**config.mk**
```make
export PLATFORM = sky130hd
export DESIGN_NAME = ray_frame_sequencer_flat
export DESIGN_NICKNAME = d
export VERILOG_FILES = /design/src/rtl/ray_frame_sequencer_if.sv /design/src/rtl/ray_frame_sequencer.sv /design/src/flat_wrapper.sv
export SDC_FILE = /design/constraint.sdc
export NUM_CORES = 1
export LEC_CHECK = 0
export ABC_AREA = 0
export BUFFER_PORTS_ARGS = -buffer_cell sky130_fd_sc_hd__buf_2
export CORE_ASPECT_RATIO = 1.4
export CORE_MARGIN = 2
export CORE_UTILIZATION = 40
export CTS_CLUSTER_SIZE = 25
export DETAILED_ROUTE_END_ITERATION = 8
export HOLD_SLACK_MARGIN = 0.15
export PLACE_DENSITY = 0.79
export SLEW_MARGIN = 10
export SYNTH_ARGS = -nofsm -noshare
export SYNTH_HDL_FRONTEND = slang
export SYNTH_SLANG_ARGS = --single-unit
```
**constraint.sdc**
```tcl
create_clock -name pixel_clk_in -period 3.8 [get_ports pixel_clk_in]
set_input_delay 0.95 -clock pixel_clk_in [delete_from_list [all_inputs] [get_ports pixel_clk_in]]
set_output_delay 0.95 -clock pixel_clk_in [all_outputs]
set_load 0.05 [all_outputs]
```
**src/rtl/ray_frame_sequencer_if.sv**
```systemverilog
// Ray-request stream between the frame sequencer (master) and the DDA-in FIFO (slave).
// Valid/ready handshake; col/tlast are qualified by tvalid and hold until accepted.
interface ray_frame_sequencer_if #(
    parameter int COL_W = 9
);
    logic             ray_tvalid_out;
    logic             ray_tready_in;
    logic [COL_W-1:0] ray_col_out;
    logic             ray_tlast_out;

    modport master (
        output ray_tvalid_out,
        output ray_col_out,
        output ray_tlast_out,
        input  ray_tready_in
    );

    modport slave (
        input  ray_tvalid_out,
        input  ray_col_out,
        input  ray_tlast_out,
        output ray_tready_in
    );
endinterface

```
**src/rtl/ray_frame_sequencer.sv**
```systemverilog
// Per-frame ray scheduler: snapshots player state, issues NUM_COLS column requests, swaps buffers on retire.
// Latency: frame start -> first request 1 cycle; video last pixel -> swap pulse 1 cycle; all outputs registered.
// Backpressure: request holds until tready, issue gated by MAX_INFLIGHT credits; RAY_SEQ_SKIP_COUNT_EN adds dropped-frame counter.
module ray_frame_sequencer #(
    parameter int NUM_COLS     = 320,
    parameter int COL_W        = 9,
    parameter int MAX_INFLIGHT = 16,
    parameter int STATE_W      = 16
) (
    input  logic                     pixel_clk_in,
    input  logic                     rst_n_in,
    input  logic                     frame_start_in,
    input  logic [STATE_W-1:0]       posX_in,
    input  logic [STATE_W-1:0]       posY_in,
    input  logic [STATE_W-1:0]       dirX_in,
    input  logic [STATE_W-1:0]       dirY_in,
    input  logic [STATE_W-1:0]       planeX_in,
    input  logic [STATE_W-1:0]       planeY_in,
    output logic [STATE_W-1:0]       posX_out,
    output logic [STATE_W-1:0]       posY_out,
    output logic [STATE_W-1:0]       dirX_out,
    output logic [STATE_W-1:0]       dirY_out,
    output logic [STATE_W-1:0]       planeX_out,
    output logic [STATE_W-1:0]       planeY_out,
    ray_frame_sequencer_if.master    ray,
    input  logic                     col_retire_in,
    input  logic                     video_last_pixel_in,
    output logic                     buf_swap_out,
    output logic                     busy_out,
    output logic                     overrun_out,
    output logic                     retire_err_out,
    output logic [7:0]               skip_count_out
);
    localparam int               INF_W    = $clog2(MAX_INFLIGHT + 1);
    localparam logic [COL_W-1:0] LAST_COL = COL_W'(NUM_COLS - 1);
    localparam logic [INF_W-1:0] MAX_INF  = INF_W'(MAX_INFLIGHT);

    typedef enum logic [1:0] {IDLE, ISSUE, DRAIN, WAIT_SWAP} state_e;

    typedef struct packed {
        logic [STATE_W-1:0] pos_x;
        logic [STATE_W-1:0] pos_y;
        logic [STATE_W-1:0] dir_x;
        logic [STATE_W-1:0] dir_y;
        logic [STATE_W-1:0] plane_x;
        logic [STATE_W-1:0] plane_y;
    } snap_t;

    state_e           state_q, state_d;
    snap_t            snap_q, snap_d;
    logic [COL_W-1:0] col_q, col_d, col_inc;
    logic [INF_W-1:0] inflight_q, inflight_d;
    logic             tvalid_q, tvalid_d;
    logic             tlast_q, tlast_d;
    logic             swap_q, swap_d;
    logic             busy_q, busy_d;
    logic             overrun_q, overrun_d;
    logic             rerr_q, rerr_d;
    logic             hs, drop, retire_ok, retire_bad;

    assign hs         = tvalid_q & ray.ray_tready_in;
    assign drop       = frame_start_in & (state_q != IDLE);
    assign retire_ok  = col_retire_in & (inflight_q != '0);
    assign retire_bad = col_retire_in & (inflight_q == '0);
    assign col_inc    = col_q + COL_W'(1);

    // Credit counter sees issue and retire together so the registered tvalid tracks next-cycle credit.
    always_comb begin
        inflight_d = inflight_q;
        if (hs && !retire_ok) begin
            inflight_d = inflight_q + INF_W'(1);
        end else if (!hs && retire_ok) begin
            inflight_d = inflight_q - INF_W'(1);
        end
    end

    always_comb begin
        state_d  = state_q;
        snap_d   = snap_q;
        col_d    = col_q;
        tvalid_d = tvalid_q;
        tlast_d  = tlast_q;
        swap_d   = 1'b0;
        case (state_q)
            IDLE: begin
                if (frame_start_in) begin
                    snap_d   = {posX_in, posY_in, dirX_in, dirY_in, planeX_in, planeY_in};
                    col_d    = '0;
                    tvalid_d = (inflight_d < MAX_INF);
                    tlast_d  = (LAST_COL == '0);
                    state_d  = ISSUE;
                end
            end
            ISSUE: begin
                if (hs) begin
                    if (tlast_q) begin
                        col_d    = '0;
                        tvalid_d = 1'b0;
                        tlast_d  = 1'b0;
                        state_d  = DRAIN;
                    end else begin
                        col_d    = col_inc;
                        tlast_d  = (col_inc == LAST_COL);
                        tvalid_d = (inflight_d < MAX_INF);
                    end
                end else if (!tvalid_q) begin
                    tvalid_d = (inflight_d < MAX_INF);
                end
            end
            DRAIN: begin
                if (inflight_d == '0) begin
                    state_d = WAIT_SWAP;
                end
            end
            WAIT_SWAP: begin
                if (video_last_pixel_in) begin
                    swap_d  = 1'b1;
                    state_d = IDLE;
                end
            end
            default: state_d = IDLE;
        endcase
        busy_d    = (state_d != IDLE);
        overrun_d = overrun_q | drop;
        rerr_d    = rerr_q | retire_bad;
    end

    always_ff @(posedge pixel_clk_in or negedge rst_n_in) begin
        if (!rst_n_in) begin
            state_q    <= IDLE;
            snap_q     <= '0;
            col_q      <= '0;
            inflight_q <= '0;
            tvalid_q   <= 1'b0;
            tlast_q    <= 1'b0;
            swap_q     <= 1'b0;
            busy_q     <= 1'b0;
            overrun_q  <= 1'b0;
            rerr_q     <= 1'b0;
        end else begin
            state_q    <= state_d;
            snap_q     <= snap_d;
            col_q      <= col_d;
            inflight_q <= inflight_d;
            tvalid_q   <= tvalid_d;
            tlast_q    <= tlast_d;
            swap_q     <= swap_d;
            busy_q     <= busy_d;
            overrun_q  <= overrun_d;
            rerr_q     <= rerr_d;
        end
    end

`ifdef RAY_SEQ_SKIP_COUNT_EN
    logic [7:0] skip_q;

    always_ff @(posedge pixel_clk_in or negedge rst_n_in) begin
        if (!rst_n_in) begin
            skip_q <= 8'h00;
        end else if (drop && (skip_q != 8'hFF)) begin
            skip_q <= skip_q + 8'd1;
        end
    end

    assign skip_count_out = skip_q;
`else
    assign skip_count_out = 8'h00;
`endif

    assign ray.ray_tvalid_out = tvalid_q;
    assign ray.ray_col_out    = col_q;
    assign ray.ray_tlast_out  = tlast_q;

    assign posX_out       = snap_q.pos_x;
    assign posY_out       = snap_q.pos_y;
    assign dirX_out       = snap_q.dir_x;
    assign dirY_out       = snap_q.dir_y;
    assign planeX_out     = snap_q.plane_x;
    assign planeY_out     = snap_q.plane_y;
    assign buf_swap_out   = swap_q;
    assign busy_out       = busy_q;
    assign overrun_out    = overrun_q;
    assign retire_err_out = rerr_q;
endmodule

```
**src/flat_wrapper.sv**
```systemverilog
// flat-port wrapper written by rule: the top's interface ports become plain ports
module ray_frame_sequencer_flat 
#(
    parameter int NUM_COLS     = 320,
    parameter int COL_W        = 9,
    parameter int MAX_INFLIGHT = 16,
    parameter int STATE_W      = 16
)
  (pixel_clk_in, rst_n_in, frame_start_in, posX_in, posY_in, dirX_in, dirY_in, planeX_in, planeY_in, posX_out, posY_out, dirX_out, dirY_out, planeX_out, planeY_out, col_retire_in, video_last_pixel_in, buf_swap_out, busy_out, overrun_out, retire_err_out, skip_count_out, ray_ray_tvalid_out, ray_ray_col_out, ray_ray_tlast_out, ray_ray_tready_in);
  ray_frame_sequencer_if #(.COL_W(COL_W)) ray_i ();
  input  logic pixel_clk_in;
  input  logic rst_n_in;
  input  logic frame_start_in;
  input  logic [STATE_W-1:0] posX_in;
  input  logic [STATE_W-1:0] posY_in;
  input  logic [STATE_W-1:0] dirX_in;
  input  logic [STATE_W-1:0] dirY_in;
  input  logic [STATE_W-1:0] planeX_in;
  input  logic [STATE_W-1:0] planeY_in;
  output logic [STATE_W-1:0] posX_out;
  output logic [STATE_W-1:0] posY_out;
  output logic [STATE_W-1:0] dirX_out;
  output logic [STATE_W-1:0] dirY_out;
  output logic [STATE_W-1:0] planeX_out;
  output logic [STATE_W-1:0] planeY_out;
  input  logic col_retire_in;
  input  logic video_last_pixel_in;
  output logic buf_swap_out;
  output logic busy_out;
  output logic overrun_out;
  output logic retire_err_out;
  output logic [7:0] skip_count_out;
  output wire logic [$bits(ray_i.ray_tvalid_out)-1:0] ray_ray_tvalid_out;
  output wire logic [$bits(ray_i.ray_col_out)-1:0] ray_ray_col_out;
  output wire logic [$bits(ray_i.ray_tlast_out)-1:0] ray_ray_tlast_out;
  input wire logic [$bits(ray_i.ray_tready_in)-1:0] ray_ray_tready_in;
  assign ray_ray_tvalid_out = ray_i.ray_tvalid_out;
  assign ray_ray_col_out = ray_i.ray_col_out;
  assign ray_ray_tlast_out = ray_i.ray_tlast_out;
  assign ray_i.ray_tready_in = ray_ray_tready_in;
  ray_frame_sequencer #(.NUM_COLS(NUM_COLS), .COL_W(COL_W), .MAX_INFLIGHT(MAX_INFLIGHT), .STATE_W(STATE_W)) u_core (.pixel_clk_in(pixel_clk_in), .rst_n_in(rst_n_in), .frame_start_in(frame_start_in), .posX_in(posX_in), .posY_in(posY_in), .dirX_in(dirX_in), .dirY_in(dirY_in), .planeX_in(planeX_in), .planeY_in(planeY_in), .posX_out(posX_out), .posY_out(posY_out), .dirX_out(dirX_out), .dirY_out(dirY_out), .planeX_out(planeX_out), .planeY_out(planeY_out), .ray(ray_i), .col_retire_in(col_retire_in), .video_last_pixel_in(video_last_pixel_in), .buf_swap_out(buf_swap_out), .busy_out(busy_out), .overrun_out(overrun_out), .retire_err_out(retire_err_out), .skip_count_out(skip_count_out));
endmodule
```
# == After elaboration in Yosys (flattened, before gate mapping) ==
# Index checks and enable logic that the tools add are counted.
# totals
regBits,118
latchBits,0
mem_bits_rw,0
romBits,0
inputBits,102
output_inout_bits,119
elab_cells,68
mem_count,0
# op_classes
addsub,3
n_mul,0
div_mod_pow,0
magnitude_cmp,1
eq_ne,6
shift,0
muxes,23
bitwise,6
n_reduce_logical,14
# op_table
cell,count
$mux 9,3
$pmux 9 s2,1
$logic_not 5->1,2
$mux 2,5
$mux 5,2
$add 9x1->9 const B,1
$eq 9x9->1 const B,1
$mux 1,9
$pmux 2 s4,1
$reduce_bool 2->1,3
$add 5x1->5 const B,1
$lt 5x5->1 const B,1
$reduce_bool 5->1,1
$sub 5x1->5 const B,1
$and 1x1->1,4
$eq 2x2->1 const B,2
$pmux 1 s2,2
$reduce_and 2->1,2
$reduce_and 3->1,1
$eq 2x1->1 const B,1
$logic_and 1x1->1,2
$logic_not 1->1,2
$logic_not 2->1,1
$ne 2x1->1 const B,1
2 further kinds,3

# == Depth between registers and ports, before layout ==
# Gate-level depths: netlist of run 1.
# logic_depth
word_depth,9
mapped_depth,7

# == Least setup slack after synthesis of run 1 ==
# No wires, ideal clock.
# synth_timing
path_type,in2reg
startpoint,input frame_start_in
endpoint,"register u_core.snap_q, in the netlist u_core.planeX_out[0]"
arrival_ns,2.274
t_required_ns,3.675
slack_ns,1.401
stages,4
path_buffers,2
path_cell_list,nor3b_1 -> clkbuf_1 -> buf_2 -> mux2_2
# synth_between
elab_chain_len,1
# synth_rtl
item,line_no,source
"start, declared",flat_wrapper.sv:13,input logic frame_start_in;
$reduce_and 2->1 (no line),-,
"end signal, assigned",ray_frame_sequencer.sv:142,snap_q <= snap_d;
"end, declared",ray_frame_sequencer.sv:50,"snap_t snap_q, snap_d;"
# No other way between the ends.
# A chain may end at the register's enable or synchronous reset.

# == Worst setup path after layout of run 1 ==
# layout_timing
startpoint,register u_core.inflight_q[0]
endpoint,register u_core.state_q[0]
# layout_between
elab_chain_len,8
elab_cells_between_ends,12
classes_between,add/sub (2); mux (4); bitwise (1); reduce/logical (5)
# layout_rtl
item,line_no,source
"start, declared",ray_frame_sequencer.sv:52,"logic [INF_W-1:0] inflight_q, inflight_d;"
"start signal, assigned",ray_frame_sequencer.sv:144,inflight_q <= inflight_d;
branches (longest 4 deep; another with $sub 5x1->5),-,
$mux 5 *,ray_frame_sequencer.sv:70,if (hs && !retire_ok) begin
net u_core.inflight_d[0],ray_frame_sequencer.sv:52,
$logic_not 5->1 *,ray_frame_sequencer.sv:111,if (inflight_d == '0) begin
$mux 2 *,ray_frame_sequencer.sv:111,
$pmux 2 s4 *,ray_frame_sequencer.sv:84,case (state_q)
net u_core.state_d[0],ray_frame_sequencer.sv:49,"state_e state_q, state_d;"
"end signal, assigned",ray_frame_sequencer.sv:141,state_q <= state_d;
"end, declared",ray_frame_sequencer.sv:49,
# Mark *: on every way through the listed nets, which the timed path passes.

==> run metrics, run 1 <==
outcome=completed; clock buffer count from CTS=17; largest family of logic cells by synthesized area=multiplexers; CP Buf/Inv Count=1; synth top area cells=dfrtp_1 (61%), mux2_2 (23%), o21ai_0 (1.6%); actual slew at the worst max-slew pin=0.6205 ns; CP startpoint=u_core.inflight_q[0]$_DFF_PN0_; static leakage=3.355 nW; DR WL/cell=15.29 um; core area=11820 sq um; Setup Buffers After CTS=0; die height=134.0 um; antenna violations before repair=0; Distinct cells, synth=40; commonest non-fill, non-tap cell in the layout=buf_2; Routed Antenna Nets=0; worst-path fanout max=4; Final Util=0.5624; top cell type's share of synthesized area=0.6119; Worst Setup End Kind=flip-flop; H-tree level count=4; # setup viols final=0; clk buf depth=2; Placer Congestion=0.7956; DRC=0; count of buffers from port buffering=212; worst path arrival time=2.50 ns; Slew Viols, Final=0; slowest stage delay, CP=0.52 ns; Fin. Hold Viols=0; CP Class=reg2reg; share of cells above drive strength 1=0.6182; CTS tree=built; grt ovf=0; Yosys top cell by area=dfrtp_1; CP max stage cell=or4_4; die area=12970 sq um; Fillers=995; Ys Warns=0; critical path startpoint category=flip-flop; fmax=0.4551 GHz; hold depth=2; Root Buffer=clkbuf_16; Clock Latency Late Sink=0.40 ns; Worst EP required=4.10 ns; reg-to-reg startpoint=u_core.inflight_q[0]$_DFF_PN0_; Worst R2R Setup Slack=1.60 ns; worst-path cell chain=inv_1 -> ha_1 -> or4b_4 -> nand2_4 -> xnor2_1 -> or4_4 -> o31ai_2; Hold/Removal Path Class=reg2reg; Final Critical Period=2.197 ns; Peak VDD IR=0.3506 mV; First-pass DRT Iterations=4; fin crit share=0.5783; vias per inst=4.939; Area Growth Syn to Fin=37.75%; Post-Route WL=10.98 mm; Die X=96.83 um; clock skew=0.01367 ns; post-CTS resize count=0; hpwl dp=8.094 mm; clock slew at reported path FFs=0.06 ns; Synth Area in Compound Gates=0.03500; max capacitance violation total=0; cells on worst reg2reg path=7; largest net degree at the start of global routing=53; min-delay src=u_core.retire_err_out$_DFF_PN0_; xor and xnor area share after synthesis=0.01270; GRT Overall Usage=0.1732; Cells after Synth=339; Final Net Count=664; family with the most delay on the worst path=simple AND/OR/NAND/NOR gates; via count=3546; Final WS setup=1.603 ns; diode count=0; sequential share of the synthesized area=0.6119; Synth Area in Adders=0.01037; Post-Place Setup Slack=1.254 ns; most frequent cells in the layout=buf_2 (211), dfrtp_1 (118), mux2_2 (97), clkbuf_16 (17), o21ai_0 (15); hold buffers post-CTS=0; Synth Register Bits=118; Sum Neg Setup Slack=0 ns; Clock Sinks=118; site row count=47; initial core utilization=0.4083; number of global-route vias before repair=3743; Relative slew margins=0.5863; average instance area after synthesis=14.24 sq um; Post-Synth Simple-Gate Area=0.06430; number of I/O pins=221; DR iter-0 viols=97; power density cells=651.5 nW/um^2; RSZ-0062 raised after global routing=no; Synth Cell Area=4826 sq um; Critical Path Stages=7; multiplexer share of the synthesized area=0.2367; first-pass GRT wire length=18.08 mm
==> synthesized netlist by cell type <==
cell type  count
dfrtp_1      118
mux2_2        97
o21ai_0       15
nand2_1       12
clkbuf_1      11
buf_4          8
nand3_1        8
nor2_1         8
mux2i_1        5
and3_1         4
buf_2          4
ha_1           4
inv_1          4
nand2b_1       4
xor2_1         4
and2_1         3
o31ai_1        3
xnor2_1        3
a31oi_1        2
nor3b_1        2
a22o_1         1
a311o_1        1
a32o_1         1
and4_2         1
conb_1         1
nand2_4        1
nand3b_1       1
nand4_1        1
nand4b_1       1
nor3_1         1
nor4b_1        1
o311ai_0       1
o31ai_2        1
o41ai_1        1
or2_2          1
or3_1          1
or3b_2         1
or4_1          1
or4_4          1
or4b_4         1
==> final cells by class <==
| cell class | instances | area, sq um | area share |
|---|---|---|---|
| Clock buffer | 19 | 452.9 | 0.06813 |
| Clock inverter | 13 | 168.9 | 0.02541 |
| Timing Repair Buffer | 216 | 1106 | 0.1664 |
| Tap cell | 147 | 183.9 | 0.02767 |
| Inverter | 4 | 15.01 | 0.002259 |
| Multi-Input combinational cell | 201 | 1768 | 0.2660 |
| Sequential cell | 118 | 2953 | 0.4442 |
==> power breakdown <==
part / internal [mW] / switching [mW] / leakage, nW
Clock: 1.07 / 0.590 / 0.293
Combinational: 0.323 / 0.790 / 1.61
Sequential: 1.43 / 0.129 / 1.45
==> worst paths after layout <==
path	to
max	u_core.state_q[0]$_DFF_PN0_
min reg2reg	u_core.retire_err_out$_DFF_PN0_
min	u_core.retire_err_out$_DFF_PN0_
min in group asynchronous	u_core.planeX_out[9]$_DFFE_PN0P_
max reg2reg	u_core.state_q[0]$_DFF_PN0_
max in group asynchronous	u_core.inflight_q[4]$_DFF_PN0_
==> registers in the layout (all words and copies together) (netlist names) <==
register	flops
u_core.buf_swap_out	1
u_core.busy_out	1
u_core.dirX_out	16
u_core.dirY_out	16
u_core.inflight_q	5
u_core.overrun_out	1
u_core.planeX_out	16
u_core.planeY_out	16
u_core.posX_out	16
u_core.posY_out	16
u_core.ray.ray_col_out	9
u_core.ray.ray_tlast_out	1
u_core.ray.ray_tvalid_out	1
u_core.retire_err_out	1
u_core.state_q	2
==> metal layers <==
metal | GRT usage | vias up | wire length (um) | share of wire
met1 | 0.1889 | 1726 | 4180 | 0.38
li1 | - | 1633 | - | -
met3 | 0.05003 | 29 | 652 | 0.059
met5 | 0 | - | 0 | 0
met4 | 0.08764 | 0 | 313 | 0.029
met2 | 0.3063 | 158 | 5829 | 0.53
==> tightest hold or removal path, stage by stage, from the launching register on <==
cell and delay (ns):
dfrtp_1 0.34, inv_1 0.05, o41ai_1 0.05
==> stage by stage <==
step | cells | total power, mW | hold slack (ns) | cell area, sq um
2_1_floorplan | 346 | 2.385 | 0.4845 | 4852
3_3_place_gp | 686 | 2.661 | 0.4509 | 6026
3_5_place_dp | 686 | 2.698 | 0.4512 | 6026
4_1_cts | 718 | 4.378 | 0.4701 | 6648
5_1_grt | 718 | 4.514 | 0.5067 | 6648
6_report | 718 | 4.331 | 0.4679 | 6648
==> cell families (layout without fill, tap and decap cells) <==
| logic type | count (synthesis) | count (layout) |
|---|---|---|
| flops | 118 | 118 |
| fa+ha+maj | 4 | 4 |
| mux | 102 | 102 |
| xor+xnor | 7 | 7 |
| simple gates | 54 | 54 |
| buf+inv | 27 | 252 |
| other cells | 1 | 8 |
| compound gates | 26 | 26 |
Note: power is estimated with default switching activity, not from simulation.
==> run 2, diff against run 1 <==
==> constraint.sdc (replaced) <==
create_clock -name pixel_clk_in -period 2.3 [get_ports pixel_clk_in]
set_input_delay 0.575 -clock pixel_clk_in [delete_from_list [all_inputs] [get_ports pixel_clk_in]]
set_output_delay 0.575 -clock pixel_clk_in [all_outputs]
set_load 0.05 [all_outputs]
==> run metrics, run 2 (synthesis results as in run 1) <==
critical path startpoint category=flip-flop; static leakage=3.363 nW; overall power=7.031 mW; clock skew=0.01052 ns; clock slew at reported path FFs=0.06 ns; Post-Route WL=10.88 mm; RSZ-0062 raised after global routing=no; first-pass GRT wire length=17.70 mm; worst path arrival time=2.52 ns; Area Growth Syn to Fin=37.75%; placed inst area=6051 sq um; largest net degree at the start of global routing=119; worst r2r dst=u_core.state_q[0]$_DFF_PN0_; outcome=completed; H-tree level count=4; Worst EP required=2.61 ns; Final Net Count=664; Sum Neg Setup Slack=0 ns; hold buffers post-CTS=0; most frequent cells in the layout=buf_2 (211), dfrtp_1 (118), mux2_2 (97), clkbuf_16 (17), o21ai_0 (15); First-pass DRT Iterations=4; clock buffer count from CTS=17; Peak VDD IR=0.4963 mV; CP Class=reg2reg; antenna violations before repair=1; via count=3566; Final Critical Period=2.207 ns; number of I/O pins=221; design area=6648 sq um; power density cells=1058 nW/um^2; number of global-route vias before repair=3717; Non-Filler Instances=718; Die X=96.83 um; Relative slew margins=0.5939; die height=134.0 um; DP Cell Count=686; Clock Latency Late Sink=0.40 ns; Final WS setup=0.09317 ns; Slew Viols, Final=0; Fillers=968; share of cells above drive strength 1=0.6158; Placer Congestion=0.7613; DR iter-0 viols=123; DR WL/cell=15.15 um; Worst Setup End Kind=flip-flop; Worst R2R Setup Slack=0.09 ns; DRC=0; core area=11820 sq um; reg-to-reg startpoint=u_core.inflight_q[0]$_DFF_PN0_; CTS tree=built; cells on worst reg2reg path=7; max capacitance violation total=0; initial core utilization=0.4083; clk buf depth=2; site row count=47; fin crit share=0.9595; worst-path fanout max=4; Hold/Removal Path Class=in2async; commonest non-fill, non-tap cell in the layout=buf_2; count of buffers from port buffering=212; hpwl dp=7.996 mm; GRT Overall Usage=0.1695; actual slew at the worst max-slew pin=0.6092 ns; Post-Place Setup Slack=0.1183 ns; die area=12970 sq um; vias per inst=4.967; Routed Antenna Nets=0; grt ovf=0; Fin. Hold Viols=0; Setup Buffers After CTS=0; post-CTS resize count=0; Root Buffer=clkbuf_16; # setup viols final=0; Clock Sinks=118; fmax=0.4531 GHz
## run 2: where the power goes
part | internal [mW] | switching (mW)
combinational | 0.539 | 1.32
sequential | 2.36 | 0.217
clock | 1.73 | 0.872
total | 4.62 | 2.41
## run 2: layer usage
| metal | wire length, um | share of wire | up-vias | GRT usage |
|---|---|---|---|---|
| li1 | - | - | 1623 | - |
| met1 | 3903 | 0.36 | 1754 | 0.1782 |
| met2 | 5949 | 0.55 | 160 | 0.3056 |
| met3 | 692 | 0.064 | 29 | 0.05211 |
| met4 | 333 | 0.031 | 0 | 0.08451 |
| met5 | 0 | 0 | - | 0 |
## run 2: worst max path at each step
stage	from	to	slack [ns]	depth (start not counted)
5_1_grt	u_core.inflight_q[0]$_DFF_PN0_	u_core.state_q[0]$_DFF_PN0_	0.03	7
3_3_place_gp	u_core.inflight_q[0]$_DFF_PN0_	u_core.state_q[0]$_DFF_PN0_	0.19	7
4_1_cts	u_core.inflight_q[0]$_DFF_PN0_	u_core.state_q[0]$_DFF_PN0_	0.1	7
3_5_place_dp	u_core.inflight_q[0]$_DFF_PN0_	u_core.state_q[0]$_DFF_PN0_	0.12	7
6_report	u_core.inflight_q[0]$_DFF_PN0_	u_core.state_q[0]$_DFF_PN0_	0.09	7
2_1_floorplan	u_core.ray.ray_tvalid_out$_DFFE_PN0P_	u_core.state_q[0]$_DFF_PN0_	0.14	6
## run 2: per-stage QoR
step | hold WS (ns) | util
after floorplan | 0.2794 | -
after global placement | 0.4522 | 0.5119
after detailed placement | 0.4600 | 0.5119
after CTS | 0.2882 | 0.5622
after global routing | 0.2978 | 0.5624
final | 0.2564 | 0.5624
## run 2: critical path: stages (launching register included)
cell and delay, ns:
dfrtp_1 0.41, inv_1 0.12, ha_1 0.19, or4b_4 0.49
nand2_4 0.12, xnor2_1 0.10, or4_4 0.52, o31ai_2 0.17
## run 2: cell type report
class | instances | area [sq um] | area share
sequential | 118 | 2953 | 0.4442
multi-input combinational | 201 | 1768 | 0.2660
timing repair buffer | 216 | 1131 | 0.1701
clock buffer | 23 | 498.0 | 0.07491
tap | 147 | 183.9 | 0.02767
clock inverter | 8 | 96.34 | 0.01449
inverter | 4 | 15.01 | 0.002259
antenna | 1 | 2.502 | 0.0003764
